<file path="src/rtl/dac_cond_pkg.sv">
// Shared types and constants for the two-channel DAC output conditioner.
package dac_cond_pkg;

  typedef enum logic [1:0] {
    ENV_OFF       = 2'b00,
    ENV_RAMP_UP   = 2'b01,
    ENV_ON        = 2'b10,
    ENV_RAMP_DOWN = 2'b11
  } env_state_e;

  localparam int GAIN_FRAC_BITS = 14;
  localparam int ENV_W          = 15;
  localparam logic [ENV_W-1:0] ENV_ONE = 15'd16384;
  localparam int SAT_CNT_W      = 16;

  function automatic int sat_max(input int dac_w);
    return (1 << (dac_w - 1)) - 1;
  endfunction

  function automatic int sat_min(input int dac_w);
    return -(1 << (dac_w - 1));
  endfunction

endpackage

</file>
<file path="src/rtl/dac_cond_channel.sv">
// One conditioner channel: gain/offset/envelope pipeline (4 cycles), soft-start FSM, saturation counter.
// The counter exists only when DAC_COND_SAT_CNT_EN is defined; otherwise sat_cnt_o is tied to 0.
module dac_cond_channel
  import dac_cond_pkg::*;
#(
  parameter int DAC_DATA_WIDTH = 14,
  parameter int IN_DATA_WIDTH  = 16,
  parameter int GAIN_WIDTH     = 16
) (
  input  logic                             clk_i,
  input  logic                             rst_i,
  input  logic signed [IN_DATA_WIDTH-1:0]  in_i,
  input  logic signed [GAIN_WIDTH-1:0]     gain_i,
  input  logic signed [DAC_DATA_WIDTH-1:0] offset_i,
  input  logic                             enable_i,
  input  logic [ENV_W-1:0]                 ramp_step_i,
  input  logic                             sat_clr_i,
  output logic signed [DAC_DATA_WIDTH-1:0] dat_o,
  output logic [1:0]                       state_o,
  output logic [SAT_CNT_W-1:0]             sat_cnt_o
);

  localparam int PROD1_W = IN_DATA_WIDTH + GAIN_WIDTH;
  localparam int P1_W    = PROD1_W - GAIN_FRAC_BITS + 1;
  localparam int P2_W    = ((P1_W > DAC_DATA_WIDTH) ? P1_W : DAC_DATA_WIDTH) + 1;
  localparam int PROD3_W = P2_W + ENV_W + 1;
  // env never exceeds 1.0, so |p3| <= |p2| and p2's width is enough.
  localparam int P3_W    = P2_W;
  localparam logic signed [P3_W-1:0] SAT_HI = P3_W'(sat_max(DAC_DATA_WIDTH));
  localparam logic signed [P3_W-1:0] SAT_LO = P3_W'(sat_min(DAC_DATA_WIDTH));

  env_state_e             state_q, state_d;
  env_state_e             up_state, dn_state;
  logic [ENV_W-1:0]       env_q, env_d;
  logic [ENV_W:0]         env_sum;
  logic [ENV_W-1:0]       env_up, env_dn;
  logic                   step_zero;

  logic signed [PROD1_W-1:0]        prod1;
  logic signed [P1_W-1:0]           p1_d, p1_q;
  logic signed [DAC_DATA_WIDTH-1:0] off_q;
  logic signed [P2_W-1:0]           p2_d, p2_q;
  logic signed [PROD3_W-1:0]        prod3;
  logic signed [P3_W-1:0]           p3_d, p3_q;
  logic signed [DAC_DATA_WIDTH-1:0] dat_d, dat_q;
  logic                             sat_hi, sat_lo, sat_evt;

  // A zero step means the envelope jumps straight to its end point.
  assign step_zero = (ramp_step_i == '0);
  assign env_sum   = {1'b0, env_q} + {1'b0, ramp_step_i};
  assign env_up    = (step_zero || env_sum >= {1'b0, ENV_ONE}) ? ENV_ONE : env_sum[ENV_W-1:0];
  assign env_dn    = (step_zero || ramp_step_i >= env_q) ? '0 : env_q - ramp_step_i;
  assign up_state  = (env_up == ENV_ONE) ? ENV_ON : ENV_RAMP_UP;
  assign dn_state  = (env_dn == '0) ? ENV_OFF : ENV_RAMP_DOWN;

  always_comb begin
    state_d = state_q;
    env_d   = env_q;
    case (state_q)
      ENV_OFF: begin
        if (enable_i) begin
          state_d = up_state;
          env_d   = env_up;
        end
      end
      ENV_RAMP_UP, ENV_RAMP_DOWN: begin
        if (enable_i) begin
          state_d = up_state;
          env_d   = env_up;
        end else begin
          state_d = dn_state;
          env_d   = env_dn;
        end
      end
      ENV_ON: begin
        if (!enable_i) begin
          state_d = dn_state;
          env_d   = env_dn;
        end
      end
      default: begin
        state_d = ENV_OFF;
        env_d   = '0;
      end
    endcase
  end

  always_ff @(posedge clk_i) begin
    if (rst_i) begin
      state_q <= ENV_OFF;
      env_q   <= '0;
    end else begin
      state_q <= state_d;
      env_q   <= env_d;
    end
  end

  // Shifts are arithmetic: truncation toward minus infinity, no rounding.
  assign prod1 = PROD1_W'(in_i) * PROD1_W'(gain_i);
  assign p1_d  = P1_W'(prod1 >>> GAIN_FRAC_BITS);
  assign p2_d  = P2_W'(p1_q) + P2_W'(off_q);
  assign prod3 = PROD3_W'(p2_q) * PROD3_W'($signed({1'b0, env_q}));
  assign p3_d  = P3_W'(prod3 >>> GAIN_FRAC_BITS);

  assign sat_hi  = (p3_q > SAT_HI);
  assign sat_lo  = (p3_q < SAT_LO);
  assign sat_evt = sat_hi | sat_lo;

  always_comb begin
    dat_d = p3_q[DAC_DATA_WIDTH-1:0];
    if (sat_hi) begin
      dat_d = SAT_HI[DAC_DATA_WIDTH-1:0];
    end else if (sat_lo) begin
      dat_d = SAT_LO[DAC_DATA_WIDTH-1:0];
    end
  end

  always_ff @(posedge clk_i) begin
    if (rst_i) begin
      p1_q  <= '0;
      off_q <= '0;
      p2_q  <= '0;
      p3_q  <= '0;
      dat_q <= '0;
    end else begin
      p1_q  <= p1_d;
      off_q <= offset_i;
      p2_q  <= p2_d;
      p3_q  <= p3_d;
      dat_q <= dat_d;
    end
  end

  assign dat_o   = dat_q;
  assign state_o = state_q;

`ifdef DAC_COND_SAT_CNT_EN
  logic [SAT_CNT_W-1:0] sat_cnt_q, sat_cnt_d;

  // Clear beats a same-cycle increment; the count sticks at all-ones.
  always_comb begin
    sat_cnt_d = sat_cnt_q;
    if (sat_clr_i) begin
      sat_cnt_d = '0;
    end else if (sat_evt && (sat_cnt_q != '1)) begin
      sat_cnt_d = sat_cnt_q + 1'b1;
    end
  end

  always_ff @(posedge clk_i) begin
    if (rst_i) begin
      sat_cnt_q <= '0;
    end else begin
      sat_cnt_q <= sat_cnt_d;
    end
  end

  assign sat_cnt_o = sat_cnt_q;
`else
  logic cnt_unused;
  assign cnt_unused = sat_clr_i | sat_evt;
  assign sat_cnt_o  = '0;
`endif

endmodule

</file>
<file path="src/rtl/dac_output_conditioner.sv">
// Two-channel gain/offset/soft-start conditioner feeding the DAC stage; 4-cycle latency, no handshake.
// Saturation counters are built only when DAC_COND_SAT_CNT_EN is defined.
module dac_output_conditioner
  import dac_cond_pkg::*;
#(
  parameter int DAC_DATA_WIDTH = 14,
  parameter int IN_DATA_WIDTH  = 16,
  parameter int GAIN_WIDTH     = 16
) (
  input  logic                             aclk,
  input  logic                             rst,
  input  logic signed [IN_DATA_WIDTH-1:0]  in_a,
  input  logic signed [IN_DATA_WIDTH-1:0]  in_b,
  input  logic signed [GAIN_WIDTH-1:0]     gain_a,
  input  logic signed [GAIN_WIDTH-1:0]     gain_b,
  input  logic signed [DAC_DATA_WIDTH-1:0] offset_a,
  input  logic signed [DAC_DATA_WIDTH-1:0] offset_b,
  input  logic                             enable_a,
  input  logic                             enable_b,
  input  logic [ENV_W-1:0]                 ramp_step,
  input  logic                             sat_clr,
  output logic signed [DAC_DATA_WIDTH-1:0] dat_a_o,
  output logic signed [DAC_DATA_WIDTH-1:0] dat_b_o,
  output logic [1:0]                       state_a,
  output logic [1:0]                       state_b,
  output logic [SAT_CNT_W-1:0]             sat_cnt_a,
  output logic [SAT_CNT_W-1:0]             sat_cnt_b
);

  dac_cond_channel #(
    .DAC_DATA_WIDTH(DAC_DATA_WIDTH),
    .IN_DATA_WIDTH (IN_DATA_WIDTH),
    .GAIN_WIDTH    (GAIN_WIDTH)
  ) u_ch_a (
    .clk_i      (aclk),
    .rst_i      (rst),
    .in_i       (in_a),
    .gain_i     (gain_a),
    .offset_i   (offset_a),
    .enable_i   (enable_a),
    .ramp_step_i(ramp_step),
    .sat_clr_i  (sat_clr),
    .dat_o      (dat_a_o),
    .state_o    (state_a),
    .sat_cnt_o  (sat_cnt_a)
  );

  dac_cond_channel #(
    .DAC_DATA_WIDTH(DAC_DATA_WIDTH),
    .IN_DATA_WIDTH (IN_DATA_WIDTH),
    .GAIN_WIDTH    (GAIN_WIDTH)
  ) u_ch_b (
    .clk_i      (aclk),
    .rst_i      (rst),
    .in_i       (in_b),
    .gain_i     (gain_b),
    .offset_i   (offset_b),
    .enable_i   (enable_b),
    .ramp_step_i(ramp_step),
    .sat_clr_i  (sat_clr),
    .dat_o      (dat_b_o),
    .state_o    (state_b),
    .sat_cnt_o  (sat_cnt_b)
  );

endmodule

</file>
<file path="config.mk">
export PLATFORM = sky130hd
export DESIGN_NAME = dac_output_conditioner
export DESIGN_NICKNAME = d
export VERILOG_FILES = /design/src/rtl/dac_cond_pkg.sv /design/src/rtl/dac_cond_channel.sv /design/src/rtl/dac_output_conditioner.sv
export SDC_FILE = /design/constraint.sdc
export NUM_CORES = 2
export LEC_CHECK = 0
export CAP_MARGIN = 10
export CORE_UTILIZATION = 65
export CTS_CLUSTER_SIZE = 30
export DETAILED_ROUTE_END_ITERATION = 16
export PLACE_DENSITY = 0.95
export SLEW_MARGIN = 20
export SYNTH_ARGS = -nofsm -noshare
export SYNTH_HDL_FRONTEND = slang
export SYNTH_SLANG_ARGS = --single-unit
</file>
<file path="constraint.sdc">
create_clock -name aclk -period 8.8 [get_ports aclk]
set_input_delay 2.2 -clock aclk [delete_from_list [all_inputs] [get_ports aclk]]
set_output_delay 2.2 -clock aclk [all_outputs]
set_load 0.005 [all_outputs]
</file>
==> qor.yml <==
run_status:
  outcome: "finished, final reports clean"
sta:
  rsz0062_at_grt: "false"
  maxSlewViolCount: 0
  finalClockSkew_ns: 0.0127
  timing.slew.headroom: 0.244
  hold_violations: 0
  fin_crit_sh: 0.967
  min_period_ns: 8.51
  tightest_slew_ns: 1.13
  fmax_ghz: 0.118
  setup_viol: 0
power_and_ir_drop:
  switchingPower_w: 0.0118
  ir_drop_uv: 359
  clkPwrFrac: 0.046
  combinationalPowerShare: 0.860
  seqPwrFrac: 0.094
  power.internal_w: 0.0104
  powerDensity_mw_per_mm2: 418
  p_sw_frac: 0.532
  cellLeakagePower_nw: 26.9
  power.total_w: 0.0222
grt:
  use_met1: 0.395
  grt_pass1_wl_um: 210000
  use_met3: 0.0598
  grt_max_degree: 74
  top_usage_layer: "met2"
  grtUsageTotal: 0.339
  grt_overflow: 0
  antenna_found_initial: 5
  met2_usage: 0.594
  grt_pass1_vias: 43304
place:
  dp_cells: 6510
  port_buffers: 142
  dp_hpwl_um: 104000
  gp_congestion: 0.939
  place_area_mm2: 0.0523
die:
  die_w_um: 278
  core_mm2: 0.0749
  start_util: 0.662
  dieHeight_um: 278
  boundaryPins: 176
  rows: 100
  dieArea_mm2: 0.0774
synth:
  synthAdderAreaFrac: 0.544
  yosysUniqueCellTypes: 94
  synth_edf_count: 0
  synth_top_family_by_area: "adder cells"
  ys.flop_type: "dfxtp_1"
  synth_simple_gate_area_frac: 0.164
  ys_warn_count: 0
  syn_area_mm2: 0.0496
  muxShareOfSynthArea: 0.000883
  syn_avg_cell_area_um2: 9.06
  synth_cells: 5475
  synth_xor_area_frac: 0.0242
  synthArstFlopShare: 0
  ys_seq_area_frac: 0.0824
  ys_ff_latch: 204
  synth_compound_area_frac: 0.0652
critical_path:
  cp_slowest_stage_delay_ns: 0.76
  r2r_end: "u_ch_a.p3_q[19]"
  crit_type: "primary input to flip-flop"
  reg2reg_from: "u_ch_a.env_q[1]"
  cp-start-kind: "primary input"
  ff2ff_setup_slack_ns: 1.53
  path_cells: "clkdlybuf4s50_1 -> buf_4 -> nand2_1 -> fa_1 -> inv_1 -> fa_1 -> fa_1 -> fa_1 -> fa_1 -> inv_1 -> fa_1 -> inv_1 -> ha_1 -> a21o_1 -> a21o_1 -> a2111oi_0 -> o31ai_1 -> a31oi_1 -> a21boi_0 -> o2111ai_1 -> buf_4 -> a31o_2 -> a21oi_1"
  endpoint_kind: "flip-flop"
  crit_required_ns: 9.21
  crit_path_max_fanout: 11
  cp_slowest_cell: "clkdlybuf4s50_1"
  worst_path_most_repeated_cell: "fa_1"
  critPathArrivalTime_ns: 8.92
  worstRegToRegCells: 21
clock_network:
  clkSinkCount: 204
  clk_latency_ns: 0.55
  root_buffer: "clkbuf_16"
  cts.path.max_buffers: 3
  cts_buffers: 24
  h-tree-depth: 1
  path_clk_slew_ns: 0.07
  cts_resized: 0
  post_cts_buffers: 0
  cts_tree: "done"
  cts_hold_buf: 0
final_layout:
  final_cells: 6554
  drive_gt1_frac: 0.0455
  num-fill-cells: 4934
  design_area_mm2: 0.0531
  syn_to_final_growth_pct: 7.18
  utilization: 0.709
  fin_nets: 7183
detailed_routing:
  postRouteAntennaNets: 0
  drt_iter0_drc: 3100
  via_count: 38548
  viasPerCell: 5.88
  drt-total-wl_um: 127000
  wire_per_inst_um: 19.4
  drc: 0
  drtPass1Iterations: 6
hold_path:
  worstHoldStart: "u_ch_b.p3_q[8]"
  min_to: "u_ch_b.dat_o[8]"
  hp-class: "flip-flop to flip-flop"
  holdPathStages: 2
flow_run:
  max_cap_violations: 0
## worst max-delay path, delay by kind of cell
kind | cells | cell delay (ns)
fa+ha+maj | 7 | 3.35
compound gates | 9 | 1.91
simple gates | 1 | 0.10
buf+inv | 6 | 1.33
## layout make-up
cell class	instances	area, µm²	area share
Antenna cell	1	2.50	0.0000471
Clock buffer	29	681	0.0128
Clock inverter	14	110	0.00207
Inverter	1280	4800	0.0904
Multi-Input combinational cell	3768	39700	0.747
Sequential cell	204	4080	0.0768
Tap cell	969	1210	0.0228
Timing Repair Buffer	289	2540	0.0478
## power by group through the flow
stage | clock [W] | combinational, W | sequential (W)
floorplan | 0 | 0.0139 | 0.00149
global placement | 0 | 0.0173 | 0.00202
detailed placement | 0 | 0.0187 | 0.00205
CTS | 0.00102 | 0.0190 | 0.00203
global route | 0.00106 | 0.0214 | 0.00210
finish | 0.00101 | 0.0191 | 0.00209
## worst max path at each step
stage,from,to,slack [ns]
after global routing,gain_b[2],u_ch_b.p1_q[16],0.05
final,in_b[12],u_ch_b.p1_q[16],0.29
after global placement,in_b[12],u_ch_b.p1_q[15],-0.05
after detailed placement,gain_b[1],u_ch_b.p1_q[15],-0.22
after CTS,gain_b[1],u_ch_b.p1_q[15],0.34
after floorplan,gain_b[7],u_ch_b.p1_q[15],0.65
## cells by family (layout without fill, tap and decap cells)
family | after synthesis | after routing
and+or+nand+nor | 1655 | 1655
adders and majority gates | 1504 | 1504
DFF | 204 | 204
muxes | 4 | 4
AOI/OAI and AO/OA | 436 | 436
xor gates and xnor gates | 137 | 137
buffers and inverters | 1534 | 1612
other | 1 | 33
## metrics by stage
stage	worst slack (ns)	setup TNS, ns	hold WS, ns
finish	0.292	0	0.434
global route	0.0473	0	0.462
global placement	-0.0488	-0.0488	0.428
floorplan	0.651	0	0.416
detailed placement	-0.225	-0.623	0.433
CTS	0.339	0	0.439
## cells in the mapped netlist (54+ instances only)
library cell | instances | area share
dfxtp_1 | 204 | 0.082
inv_1 | 1280 | 0.097
o21ai_0 | 54 | 0.0055
nand2_1 | 607 | 0.046
fa_1 | 1086 | 0.44
xnor2_1 | 103 | 0.018
clkbuf_1 | 201 | 0.015
nor2_1 | 249 | 0.019
ha_1 | 418 | 0.11
and2_1 | 509 | 0.064
nor3_1 | 73 | 0.0074
a21oi_1 | 104 | 0.010
## flip-flops by register name, indices dropped and copies added (netlist names), 14 cells and up
name	cells
u_ch_b.p3_q	20
u_ch_b.dat_o	14
u_ch_a.p3_q	20
u_ch_b.p1_q	18
u_ch_b.off_q	14
u_ch_a.p1_q	18
u_ch_a.dat_o	14
u_ch_a.off_q	14
u_ch_a.env_q	15
u_ch_b.p2_q	19
u_ch_a.p2_q	19
u_ch_b.env_q	15
## metal layers
layer | wire length (µm) | vias up
met3 | 11200 | 697
li1 | - | 16462
met2 | 64100 | 2224
met1 | 44400 | 19161
met4 | 7680 | 4
met5 | 29 | -
## cells in the final DEF, fill, tap and decap left out, types with 103 or more instances in the layout
cell                n
inv_1            1280
fa_1             1086
nand2_1           607
and2_1            509
ha_1              418
nor2_1            249
dfxtp_1           204
buf_4             146
clkdlybuf4s50_1   141
xnor2_1           103
a21oi_1           103
Note: power is estimated with default switching activity, not from simulation.
